## config.mk

```make
export PLATFORM = sky130hd
export DESIGN_NAME = tt_eval_seq
export DESIGN_NICKNAME = d
export VERILOG_FILES = /design/src/rtl/tt_eval_seq.sv
export SDC_FILE = /design/constraint.sdc
export NUM_CORES = 1
export LEC_CHECK = 0
export CAP_MARGIN = 20
export CORE_AREA = 2 2 66 62
export CTS_CLUSTER_SIZE = 16
export DETAILED_ROUTE_END_ITERATION = 8
export DIE_AREA = 0 0 68 64
export GPL_ROUTABILITY_DRIVEN = 0
export SETUP_SLACK_MARGIN = 0.5
export SLEW_MARGIN = 40
export SYNTH_ARGS = -nofsm -noshare
export SYNTH_HDL_FRONTEND = slang
export SYNTH_SLANG_ARGS = --single-unit
```

## constraint.sdc

```tcl
create_clock -name clk -period 2 [get_ports clk]
set_input_delay 0.2 -clock clk [delete_from_list [all_inputs] [get_ports clk]]
set_output_delay 0.2 -clock clk [all_outputs]
set_load 0.02 [all_outputs]
```

## src/rtl/tt_eval_seq.sv

```systemverilog
// Run-time loadable N-input truth-table gate: serial shadow load with atomic commit,
// a registered lookup, and a settle filter that models gate response delay on the output.
module tt_eval_seq #(
    parameter int                       NUM_IN     = 3,
    parameter logic [(2**NUM_IN)-1:0]   TT_DEFAULT = 8'hEF,
    parameter int                       SETTLE     = 4
) (
    input  logic              clk,
    input  logic              rst_n,
    input  logic [NUM_IN-1:0] in_bus,
    input  logic              in_valid,
    input  logic              cfg_start,
    input  logic              cfg_bit,
    input  logic              cfg_valid,
    output logic              cfg_ready,
    output logic              cfg_done,
    output logic              out,
    output logic              out_change,
    output logic              busy
);
    localparam int TT_W = 2**NUM_IN;
    localparam logic [0:0] S_IDLE = 1'b0;
    localparam logic [0:0] S_LOAD = 1'b1;
    localparam logic [NUM_IN:0] LAST_IDX = (NUM_IN+1)'(TT_W-1);
    localparam logic [3:0]      SETTLE_W = 4'(SETTLE);

    logic [0:0]        r_state;
    logic [NUM_IN:0]   r_ld_cnt;
    logic [TT_W-1:0]   r_shadow;
    logic [TT_W-1:0]   r_tt;
    logic              r_cfg_done;

    logic [1:0]        r_vld_pipe;   // [0]: index captured, [1]: raw lookup valid
    logic [NUM_IN-1:0] r_idx;
    logic              r_raw;
    logic [3:0]        r_cnt;
    logic              r_out;
    logic              r_out_change;

    logic              w_accept;
    logic              w_commit;
    logic [TT_W-1:0]   w_shadow_nxt;
    logic [3:0]        w_cnt_inc;

    assign w_accept  = (r_state == S_LOAD) && cfg_valid && !cfg_start;
    assign w_commit  = w_accept && (r_ld_cnt == LAST_IDX);
    assign w_cnt_inc = r_cnt + 4'd1;

    // Committed table must include the bit accepted on the commit edge itself.
    always_comb begin
        w_shadow_nxt = r_shadow;
        w_shadow_nxt[r_ld_cnt[NUM_IN-1:0]] = cfg_bit;
    end

    always_ff @(posedge clk or negedge rst_n) begin
        if (!rst_n) begin
            r_state    <= S_IDLE;
            r_ld_cnt   <= '0;
            r_shadow   <= '0;
            r_tt       <= TT_DEFAULT;
            r_cfg_done <= 1'b0;
        end else begin
            r_cfg_done <= 1'b0;
            if (cfg_start) begin
                r_state  <= S_LOAD;
                r_ld_cnt <= '0;
                r_shadow <= '0;
            end else if (w_accept) begin
                r_shadow <= w_shadow_nxt;
                r_ld_cnt <= r_ld_cnt + 1'b1;
                if (w_commit) begin
                    r_tt       <= w_shadow_nxt;
                    r_state    <= S_IDLE;
                    r_cfg_done <= 1'b1;
                end
            end
        end
    end

    always_ff @(posedge clk or negedge rst_n) begin
        if (!rst_n) begin
            r_vld_pipe <= '0;
            r_idx      <= '0;
            r_raw      <= 1'b0;
        end else begin
            r_vld_pipe <= {r_vld_pipe[0], in_valid};
            if (in_valid) r_idx <= in_bus;
            r_raw <= r_tt[r_idx];
        end
    end

    // Invalid gaps leave the count alone; only a valid matching sample clears it.
    always_ff @(posedge clk or negedge rst_n) begin
        if (!rst_n) begin
            r_cnt        <= '0;
            r_out        <= TT_DEFAULT[0];
            r_out_change <= 1'b0;
        end else begin
            r_out_change <= 1'b0;
            if (r_vld_pipe[1]) begin
                if (r_raw != r_out) begin
                    if (w_cnt_inc == SETTLE_W) begin
                        r_out        <= r_raw;
                        r_cnt        <= '0;
                        r_out_change <= 1'b1;
                    end else begin
                        r_cnt <= w_cnt_inc;
                    end
                end else begin
                    r_cnt <= '0;
                end
            end
        end
    end

    assign cfg_ready  = (r_state == S_LOAD);
    assign busy       = (r_state == S_LOAD);
    assign cfg_done   = r_cfg_done;
    assign out        = r_out;
    assign out_change = r_out_change;
endmodule

```

==> results_dict.tcl <==
set metrics [dict create \
    status "complete, no violations" \
    crit_type "reg -> reg" \
    r2r_end "out" \
    grt_busiest_layer "met2" \
    tightest_slew_ps 417 \
    core-area_um2 3630 \
    fillers 327 \
    die-area_um2 4350 \
    swShare_pct 23.0 \
    required_ps 2210 \
    stdcell_count 213 \
    fmax_mhz 669 \
    max_stage_delay_ps 410 \
    ys_warn_count 0 \
    path_cells "buf_4, and3b_1, o31ai_4, nand3_2, mux2_4" \
    place_inst 197 \
    clock_path_buffers 2 \
    synth_edf_count 0 \
    yosysMostFrequentCell "dfrtp_1" \
    cts_sinks 34 \
    num_io_pins 14 \
    utilization_pct 54.5 \
    grt-ovfl-total 0 \
    met3_usage_pct 6.87 \
    end_kind "flip-flop" \
    synthCells 144 \
    track_usage_pct 16.6 \
    power.internal_uw 1060 \
    dr_total_vias 1109 \
    syn_area_per_cell_um2 11.1 \
    yosys-top-cells-area "dfrtp_1 (41%), dfstp_2 (13%), mux2i_1 (5.6%), nor2_1 (4.5%), a211oi_1 (3.8%)" \
    drt-initial-drc-count 65 \
    setup_tns_ps 0 \
    power_frac_seq_pct 53.4 \
    synth_common_cells "dfrtp_1 (26), nor2_1 (19), nand2_1 (16)" \
    cp_max_fo 5 \
    grt_first_pass_wirelength_um 5290 \
    synth.net_count 156 \
    synth.distinct_cells 35 \
    dp_hpwl_um 1920 \
    startpoint_type "flip-flop" \
    clockPowerShare_pct 37.3 \
    setup_viol 0 \
    synth_top_area_share_pct 40.7 \
    root_buffer "clkbuf_8" \
    yosysTopAreaCell "dfrtp_1" \
    grt_start_max_net_pins 35 \
    antenna_found_initial 0 \
    power.switching_uw 316 \
    crit_arrival_ps 1700 \
    reg2regPathDepth 5 \
    post-route-min-period_ps 1490 \
    slew_violations 0 \
    yosysSeqAreaShare_pct 53.9 \
    slew_headroom_pct 72.2 \
    drt_first_pass_iters 4 \
    drive_above_1_share_pct 27.5 \
    fin_skew_ps 7.54 \
    cts.reportedPaths.clkPinSlew_ps 70 \
    pwr-share-comb_pct 9.3 \
    die-width_um 68 \
    nets 178 \
    grt.met2_usage_pct 25.4 \
    cpMaxStageDelayCell "dfrtp_1" \
    clkLatencyLatePin_ps 280 \
    port_buffers 13 \
    initial_utilization_pct 44.1 \
    rsz0062_at_grt "yes" \
    route.detailed.wl_per_inst_um 13.7 \
    power.leakage_uw 0.000841 \
    r2r_slack_ps 510 \
    grt_pass1_vias 1175 \
    rr_startpoint "r_cnt[1]" \
    drc 0 \
    cts_tree "done" \
    drt-total-wl_um 2920 \
    place_area_um2 1760 \
    finalHoldViolCount 0 \
    hold_class "in -> async" \
    design_area_um2 1970 \
    syn_area_um2 1600 \
    via_per_inst 5.21 \
    h-tree-depth 2 \
    ys_ff_latch 34 \
    synth-main-ff-cell "dfrtp_1" \
    cap_violations 0 \
    antenna_left 0 \
    diodes 0 \
    ir_worst_vdd_mv 0.569 \
    cts_buffers 5 \
    async_flop_share_pct 100 \
    fp-row-count 21 \
    die_y_um 64 \
    timing.final.crit_share_pct 74.7 \
    area_growth_pct 23.6 \
    met1_usage_pct 21.0 \
    power_density_nw_per_um2 695 \
]
worst max-delay path, delay by kind of cell (launching register included):
kind,cells,cell delay [ps]
AOI/OAI and AO/OA,1,220
buffers and inverters,1,170
DFF,1,410
muxes,1,310
and+or+nand+nor,2,320
worst max path at each step:
stage	cells past startpoint	slack [ps]	from	to
6_report	5	510	r_cnt[1]	out
5_1_grt	5	450	r_cnt[0]	out
4_1_cts	4	500	r_ld_cnt[2]	r_tt[4]
3_5_place_dp	5	210	r_ld_cnt[0]	r_tt[4]
3_3_place_gp	5	260	r_ld_cnt[0]	busy
2_1_floorplan	5	500	r_cnt[0]	out
power groups by stage:
stage | logic [uW] | clock network [uW] | registers (uW)
floorplan | 76.7 | 0 | 736
global placement | 108 | 0 | 749
detailed placement | 111 | 0 | 750
CTS | 122 | 527 | 734
global route | 142 | 575 | 736
finish | 128 | 512 | 733
layout by cell type, fill, tap and decap left out, types with 5 or more instances in the layout:
cell type	synthesis	final
nand2_1	16	14
a211oi_1	8	8
clkdlybuf4s50_1	0	10
o21ai_0	8	5
inv_1	5	5
dfrtp_1	26	22
clkbuf_8	0	6
mux2i_1	9	9
dfstp_2	8	8
nor2_1	19	19
buf_4	1	9
stage by stage:
| step | setup slack [ps] | total power [uW] | hold WS, ps |
|---|---|---|---|
| global route | 448 | 1450 | 363 |
| finish | 506 | 1370 | 326 |
| global placement | 265 | 857 | 332 |
| CTS | 500 | 1380 | 341 |
| floorplan | 503 | 813 | -95.6 |
| detailed placement | 210 | 861 | 343 |
final cells by class:
cell class	count	area, um2	share of cell area [%]
Tap cell	46	57.6	2.92
Clock buffer	8	90.1	4.56
Inverter	5	18.8	0.951
Multi-Input combinational cell	98	741	37.5
Timing Repair Buffer	22	201	10.2
Sequential cell	34	866	43.9
layer usage:
layer  wire, um  up-vias
met5          0        -
met4         51        0
met3         90        5
met2       1360       18
met1       1420      534
li1           -      552
state kept, by name, indices dropped and copies added (netlist names):
register    count
r_shadow        8
out_change      1
cfg_done        1
r_ld_cnt        4
out             1
r_raw           1
r_vld_pipe      2
busy            1
r_idx           3
r_tt            8
r_cnt           4
cell families after synthesis:
kind of cell / Yosys count / synth area share [%]
muxes: 16 / 12.2
adders and majority gates: 3 / 2.35
xor gates and xnor gates: 5 / 2.74
AOI/OAI and AO/OA: 23 / 10.3
and+or+nand+nor: 49 / 14.6
DFF: 34 / 53.9
buffers and inverters: 14 / 3.99
what timing repair did:
action	CTS	global route
hold buffers	0	0
resized for setup	13	10
pin swaps	3	0
buffers inserted	4	2
setup endpoints to repair	13	19
gates cloned	1	1
Note: power is estimated with default switching activity, not from simulation.
